<file path="config.mk">
export PLATFORM = sky130hd
export DESIGN_NAME = divider
export DESIGN_NICKNAME = d
export VERILOG_FILES = /design/src/rtl/divider_pkg.sv /design/src/rtl/divider.sv
export SDC_FILE = /design/constraint.sdc
export NUM_CORES = 1
export LEC_CHECK = 0
export CELL_PAD_IN_SITES_DETAIL_PLACEMENT = 0
export CELL_PAD_IN_SITES_GLOBAL_PLACEMENT = 2
export CORE_ASPECT_RATIO = 1.2
export CORE_UTILIZATION = 30
export CTS_CLUSTER_SIZE = 12
export DETAILED_ROUTE_END_ITERATION = 10
export PLACE_DENSITY_LB_ADDON = 0.1
export SYNTH_ARGS = -nofsm -noshare
export SYNTH_HDL_FRONTEND = slang
export SYNTH_SLANG_ARGS = --single-unit
export TNS_END_PERCENT = 5
</file>
<file path="constraint.sdc">
create_clock -name clk -period 3.07 [get_ports clk]
set_input_delay 0.614 -clock clk [delete_from_list [all_inputs] [get_ports clk]]
set_output_delay 0.614 -clock clk [all_outputs]
set_load 0.1 [all_outputs]
</file>
<file path="src/rtl/divider_pkg.sv">
// Shared types and helpers for the execute-stage divider.
//   u64 / u65     : operand-width and operand-width+1 vectors
//   div_state_t   : divider FSM states
//   DIV_DELAY     : restoring iterations per normal-path operation
//   abs_w()       : magnitude of a value that may be two's-complement
package divider_pkg;

  localparam int DIV_W     = 64;
  localparam int DIV_DELAY = 64;

  typedef logic [DIV_W-1:0] u64;
  typedef logic [DIV_W:0]   u65;

  typedef enum logic [1:0] {IDLE, RUN, FIN} div_state_t;

  // Magnitude when the value is signed and negative, raw bits otherwise.
  // The most negative value maps to itself, which reads correctly as unsigned.
  function automatic u64 abs_w(input u64 x, input logic sgn);
    return (sgn && x[DIV_W-1]) ? u64'(-x) : x;
  endfunction

endpackage

</file>
<file path="src/rtl/divider.sv">
// Multi-cycle restoring radix-2 integer divider (div/divu/rem/remu).
// One quotient bit per RUN cycle; special cases (divide by zero, signed
// overflow) skip RUN and finish the cycle after acceptance.
// Ports:
//   clk        system clock, rising edge
//   reset      synchronous active-low reset
//   valid      request, sampled only in IDLE
//   is_signed  1 = two's-complement operation, sampled with valid
//   a, b       dividend / divisor, sampled with valid
//   done       one-cycle pulse, q/r valid in that cycle
//   q, r       registered quotient / remainder, held until next result
module divider
  import divider_pkg::*;
#(
  parameter int WIDTH = DIV_W
) (
  input  logic             clk,
  input  logic             reset,
  input  logic             valid,
  input  logic             is_signed,
  input  logic [WIDTH-1:0] a,
  input  logic [WIDTH-1:0] b,
  output logic             done,
  output logic [WIDTH-1:0] q,
  output logic [WIDTH-1:0] r
);

  localparam int CNT_W = $clog2(WIDTH) + 1;
  localparam logic [WIDTH-1:0] MIN_NEG = {1'b1, {(WIDTH-1){1'b0}}};

  div_state_t       state, state_nx;
  logic [CNT_W-1:0] cnt;
  logic [WIDTH-1:0] rem;   // partial remainder, always < divisor so WIDTH bits suffice
  logic [WIDTH-1:0] dvd;   // dividend shifting out, quotient shifting in
  logic [WIDTH-1:0] dvs;
  logic             q_neg, r_neg;

  logic accept, step, finish;
  logic div_zero, ovf, special;

  assign div_zero = (b == '0);
  assign ovf      = is_signed && (a == MIN_NEG) && (b == '1);
  assign special  = div_zero || ovf;

  // Restoring step on the shifted {rem,dvd} pair. Since rem < dvs, the
  // shifted remainder is < 2*dvs, so the difference fits in WIDTH+1 bits
  // and its top bit is a valid borrow flag.
  u65   rem_sh;
  u65   diff;
  logic ge;

  assign rem_sh = {rem, dvd[WIDTH-1]};
  assign diff   = rem_sh - {1'b0, dvs};
  assign ge     = ~diff[WIDTH];

  // State register
  always_ff @(posedge clk) begin
    if (!reset) state <= IDLE;
    else        state <= state_nx;
  end

  // Next-state logic
  always_comb begin
    state_nx = state;
    unique case (state)
      IDLE:    if (valid) state_nx = special ? FIN : RUN;
      RUN:     if (cnt == CNT_W'(1)) state_nx = FIN;
      FIN:     state_nx = IDLE;
      default: state_nx = IDLE;
    endcase
  end

  // Output / control decode
  always_comb begin
    accept = (state == IDLE) && valid;
    step   = (state == RUN);
    finish = (state == FIN);
  end

  // Datapath
  always_ff @(posedge clk) begin
    if (!reset) begin
      cnt   <= '0;
      rem   <= '0;
      dvd   <= '0;
      dvs   <= '0;
      q_neg <= 1'b0;
      r_neg <= 1'b0;
      done  <= 1'b0;
      q     <= '0;
      r     <= '0;
    end else begin
      done <= finish;
      if (accept) begin
        cnt <= CNT_W'(DIV_DELAY);
        dvs <= abs_w(b, is_signed);
        // Special results are preloaded with signs cleared so FIN passes them through.
        if (div_zero) begin
          dvd   <= '1;
          rem   <= a;
          q_neg <= 1'b0;
          r_neg <= 1'b0;
        end else if (ovf) begin
          dvd   <= a;
          rem   <= '0;
          q_neg <= 1'b0;
          r_neg <= 1'b0;
        end else begin
          dvd   <= abs_w(a, is_signed);
          rem   <= '0;
          q_neg <= is_signed & (a[WIDTH-1] ^ b[WIDTH-1]);
          r_neg <= is_signed & a[WIDTH-1];
        end
      end else if (step) begin
        cnt <= cnt - CNT_W'(1);
        rem <= ge ? diff[WIDTH-1:0] : rem_sh[WIDTH-1:0];
        dvd <= {dvd[WIDTH-2:0], ge};
      end
      if (finish) begin
        q <= q_neg ? -dvd : dvd;
        r <= r_neg ? -rem : rem;
      end
    end
  end

endmodule
</file>
# == Word-level counts from Yosys, hierarchy flattened ==
# Index checks and enable logic that the tools add are counted.
# word_totals
reg_bits,332
inputBits,132
out_inout_bits,129
word_cells,62
# classes
n_addsub,6
n_eq_ne,7
n_mux,22
bitwise_logic,5
n_reduce_logical,11
# ops
operator,n
64-bit 2-to-1 mux,12
64-bit negation,4
64-bit == test (second input constant),2
65-bit by 64-bit subtractor with 65-bit output,1
64-bit zero test,1
7-bit 2-to-1 mux,2
7-bit by 1-bit == test with 1-bit output (second input constant),1
7-bit by 1-bit subtractor with 7-bit output (second input constant),1
2-bit 2-to-1 mux,3
1-bit logical AND,5
1-bit 2-to-1 mux,4
2-bit case mux with 2 select lines,1
1-bit AND,2
2-bit by 1-bit == test with 1-bit output (second input constant),1
2-bit == test (second input constant),1
2-bit zero test,1
2-bit by 1-bit != test with 1-bit output (second input constant),1
2-bit != test (second input constant),1
1-bit inverter,2
2-bit AND reduction,1
2-bit nonzero test,1
2-bit OR reduction,1
1-bit logical OR,1
1-bit bitwise XOR,1

# == Logic depth before layout (Yosys ltp) ==
# logic_depth
word_depth,7
depth_mapped,16
depth_no_buf,13

# == Worst setup path after synthesis ==
# OpenSTA, ideal clock, no wires.
# synth_path
kind,reg2reg
startpoint,register dvd[63]
endpoint,register rem[62]
setup_ps,115
t_arrival_ps,3293
required_time_ps,2955
slack_ps,-338
path_stages_with_launch,16
path_buffers,2
period_less_slack_ps,3408
cell_sequence,dfxtp_1 > inv_1 > ha_1 > fa_1 > nand2b_1 > a21oi_1 > o211ai_1 > a221oi_1 > o21ai_1 > a21boi_1 > or3_1 > buf_2 > nand2_1 > buf_4 > a221o_1 > o21a_1
# synth_via
elab_chain_len,4
# synth_lines
element,line_no,text
"start, declared",divider.sv:34,logic [WIDTH-1:0] dvd;
"start signal, assigned",divider.sv:109,"dvd <= abs_w(a, is_signed);"
"start signal, assigned",divider.sv:117,"dvd <= {dvd[WIDTH-2:0], ge};"
65-bit by 64-bit subtractor with 65-bit output,divider.sv:53,"assign diff = rem_sh - {1'b0, dvs};"
64-bit 2-to-1 mux,divider.sv:116,rem <= ge ? diff[WIDTH-1:0] : rem_sh[WIDTH-1:0];
64-bit 2-to-1 mux,divider.sv:114,end else if (step) begin
64-bit 2-to-1 mux,divider.sv:94,if (accept) begin
"end signal, assigned",divider.sv:116,
"end, declared",divider.sv:33,logic [WIDTH-1:0] rem;
# Every way passes these cells. The select of a mux whose other input is x is not followed.
# A chain may end at the register's enable or synchronous reset.

# == Worst setup path in the final report ==
# layout_path
startpoint,register rem[18]
endpoint,register rem[50]
# layout_via
elab_chain_len,4
# layout_lines
element,line_no
65-bit by 64-bit subtractor with 65-bit output,divider.sv:53
64-bit 2-to-1 mux,divider.sv:116
64-bit 2-to-1 mux,divider.sv:114
64-bit 2-to-1 mux,divider.sv:94
# Every way passes these cells. The select of a mux whose other input is x is not followed.

==> run_results.csv <==
group,metric,value,unit
sta,post-route-min-period,3.33,ns
clock_tree,clock_latency,0.59,ns
power,netSwitchingFraction,42.1,%
power,combPwrFrac,59.6,%
grt,antenna_found_initial,0,
clock_tree,cts_sinks,332,
power,switchingPower,0.0111,W
detailed_routing,drt_iter0_markers,1464,
critical_path,r2r_cells,17,
logic_synthesis,ys_ff_latch,332,
logic_synthesis,async_flop_share,0,%
critical_path,crit_cells,17,
critical_path,cp_top_family,"simple AND/OR/NAND/NOR gates",
sta,fin_skew,0.0170,ns
clock_tree,cts_root_buf,"clkbuf_16",
die,coreArea,0.0751,sq mm
sta,setup_viol,71,
logic_synthesis,synth_area_leader_cell,"dfxtp_1",
sta,finalWorstSetupSlack,-0.259,ns
critical_path,cpMostUsedCell,"buf_4",
critical_path,crit_path_end_kind,"register",
clock_tree,tritoncts,"yes",
clock_tree,h-tree-depth,2,
cells_and_area,nFillCells,7688,
die,start_util,30.4,%
detailed_routing,drc,0,
logic_synthesis,synthTopCellsByArea,"dfxtp_1 29%, a211oi_1 5.9%, xnor2_1 5.8%, xor2_1 5.5%, a21oi_1 5.3%",
critical_path,path_buf_inv,6,
sta,tightest_slew,0.883,ns
sta,hold_violations,0,
power,ir_worst_vdd,0.553,mV
detailed_routing,viasPerCell,5.28,
die,rows,110,
die,die_w,254,microns
clock_tree,cts_buffers,40,
grt,gr-usage-all-layers,25.4,%
sta,fin_crit_sh,108,%
power,clockPowerShare,19.7,%
flow_run,cap_viol_max_count,0,
placed_design,io_buffer_count,260,
critical_path,reg2reg_slack,-0.26,ns
clock_tree,clk_pin_slew,0.06,ns
cells_and_area,finalNetCount,4012,
logic_synthesis,syn_inst,3030,
cells_and_area,area_delta_synth_final,49.2,%
power,power_density,771,mW/mm^2
logic_synthesis,synth-main-ff-cell,"dfxtp_1",
logic_synthesis,yosysMostFrequentCell,"dfxtp_1",
cells_and_area,fin_util,45.4,%
logic_synthesis,ys_types,93,
die,dieHeight,304,microns
logic_synthesis,ys_top_cells_by_count,"332 x dfxtp_1, 300 x nor2_1, 250 x nand2_1",
grt,grt_pass1_wl,151000,microns
power,p_int,0.0152,W
critical_path,cp.required,3.56,ns
detailed_routing,antenna_left,0,
critical_path,crit_arrival,3.81,ns
placed_design,hpwlAfterDp,78800,microns
critical_path,crit_chain,"ha_4, buf_4, nand4_1, nor3_4, nand4_1, a221oi_2, buf_4, o21ai_4, a21boi_2, buf_4, nor3_4, buf_12, nor2_4, buf_4, buf_12, nand2_1, a2111oi_4",
critical_path,reg2reg_to,"rem[50]",
cells_and_area,final_layout_size_suffix_gt1_share,30.9,%
logic_synthesis,synth_top_area_share,29.1,%
sta,timing.hold.ws,0.455,ns
logic_synthesis,synth_edf_count,0,
sta,timing.fmax,300,MHz
detailed_routing,dr.pass1.iters,5,
critical_path,setup.worst_path.start_class,"register",
min_path,holdPathStages,2,
detailed_routing,num_vias,25600,
run_status,status,"finished, violations left",
logic_synthesis,syn_area,0.0228,sq mm
logic_synthesis,yosys_warnings,0,
die,dieArea,0.0773,sq mm
critical_path,criticalPathCategory,"register to register",
critical_path,worst-path-max-fanout,5,
logic_synthesis,synth_nets,3234,
critical_path,startpoint,"rem[18]",
critical_path,slowest_stage,"dfxtp_1",
detailed_routing,wl_per_cell,20.9,microns
sta,slew_headroom,41.1,%
detailed_routing,totalWireLength,101000,microns
grt,grt_max_degree,124,
sta,rsz0062_at_grt,"yes",
critical_path,r2r-start,"rem[18]",
placed_design,place.gp.congestion,0.902,
min_path,worstHoldPathType,"register to register",
clock_tree,clock_path_buffers,3,
power,p_leak,13.4,nW
sta,drv_slew,0,
power,seq_power_share,20.7,%
die,ios,261,
run_status,violations,"setup timing",
grt,grt_pass1_vias,24800,
logic_synthesis,syn_area_per_cell,7.54,sq um
cells_and_area,antenna_cells,0,
critical_path,endpoint,"rem[50]",
logic_synthesis,synth_seq_area_share,29.1,%
critical_path,cp_slowest_stage_delay,0.38,ns
grt,gr-total-overflow,0,
## worst min path at each step
stage | from | to | slack, ns
after floorplan | dvd[6] | dvd[6] | 0.43
after global placement | dvs[20] | dvs[20] | 0.45
after detailed placement | dvs[63] | dvs[63] | 0.45
after CTS | q[50] | q[50] | 0.46
after global routing | q[0] | q[0] | 0.48
final | dvs[20] | dvs[20] | 0.46
## cell type report
class                   instances  area [sq um]  share of cell area, %
multi-input cells            2330         16200                   47.5
repair buffers                958          8000                   23.5
flip-flops and latches        332          6690                   19.6
well taps                    1008          1260                   3.70
clock buffers                  58          1190                   3.49
inverters                     146           558                   1.64
clock inverters                14           211                  0.620
## sequential cells by signal, indices dropped and copies added, names as in the netlist
| name | flops |
|---|---|
| cnt | 7 |
| done | 1 |
| dvd | 64 |
| dvs | 64 |
| q | 64 |
| q_neg | 1 |
| r | 64 |
| r_neg | 1 |
| rem | 64 |
| state | 2 |
## worst reg2reg max path, stage by stage, from the launching register on
cell	delay [ns]
dfxtp_1	0.38
ha_4	0.31
buf_4	0.12
nand4_1	0.16
nor3_4	0.28
nand4_1	0.16
a221oi_2	0.20
buf_4	0.19
o21ai_4	0.07
a21boi_2	0.16
buf_4	0.15
nor3_4	0.05
buf_12	0.17
nor2_4	0.13
buf_4	0.14
buf_12	0.13
nand2_1	0.12
a2111oi_4	0.31
## power groups by stage
stage | logic [W] | registers, W | clock network (W)
global route | 0.0169 | 0.00549 | 0.00546
global placement | 0.0134 | 0.00545 | 0
detailed placement | 0.0134 | 0.00546 | 0
CTS | 0.0146 | 0.00540 | 0.00531
finish | 0.0157 | 0.00544 | 0.00517
floorplan | 0.00661 | 0.00592 | 0
## metrics by stage
| stage | cell area, sq um | total power [W] | TNS (ns) | std cells | worst slack [ns] |
|---|---|---|---|---|---|
| 3_3_place_gp | 30900 | 0.0188 | -103.05 | 4746 | -1.04 |
| 4_1_cts | 33100 | 0.0253 | -7.59 | 4831 | -0.238 |
| 5_1_grt | 34100 | 0.0279 | -22.57 | 4846 | -0.415 |
| 3_5_place_dp | 30900 | 0.0189 | -102.87 | 4746 | -0.959 |
| 2_1_floorplan | 22900 | 0.0125 | -1.27 | 3030 | -0.0884 |
| 6_report | 34100 | 0.0263 | -9.88 | 4846 | -0.259 |
## logic make-up (layout without fill, tap and decap cells)
group / count (synthesis) / in the layout / share of synthesized area [%]
multiplexers: 6 / 6 / 0.268
buffers and inverters: 368 / 1176 / 6.19
AND/OR/NAND/NOR: 941 / 941 / 19.8
adder cells (fa/ha/maj): 72 / 72 / 3.98
AO/OA/AOI/OAI: 1016 / 1016 / 29.4
flip-flops: 332 / 332 / 29.1
XOR/XNOR: 295 / 295 / 11.3
## placed cells by master (no fill, tap or decap), drive strengths merged, types with 70 or more instances in the layout
| cell | Yosys | routed |
|---|---|---|
| inv | 145 | 146 |
| xnor2 | 151 | 151 |
| a211oi | 182 | 182 |
| xor2 | 144 | 144 |
| dfxtp | 332 | 332 |
| clkdlybuf4s50 | 0 | 127 |
| ha | 71 | 71 |
| buf | 31 | 824 |
| nor3 | 74 | 74 |
| o31ai | 78 | 78 |
| nand3 | 70 | 70 |
| nor2 | 301 | 301 |
| a21oi | 242 | 242 |
| o21ai | 209 | 209 |
| nand2 | 251 | 251 |
## timing repair
action                                 4_1_cts  5_1_grt
cloned                                       3        5
hold buffers                                 0        0
endpoints found under the hold margin        0        0
setup endpoints to repair                  151      172
pin swaps                                   59       85
setup buffers                               11       11
gates resized for setup                    162      183
## per-layer routing
metal  vias up  part of all wire, %  global-route usage, %
li1      12700                    -                      -
met1     12100                   46                   34.3
met2       658                   47                   42.0
met3       123                  3.8                   2.38
met4         0                  3.4                   7.94
met5         -                    0                      0
Note: power is estimated with default switching activity, not from simulation.
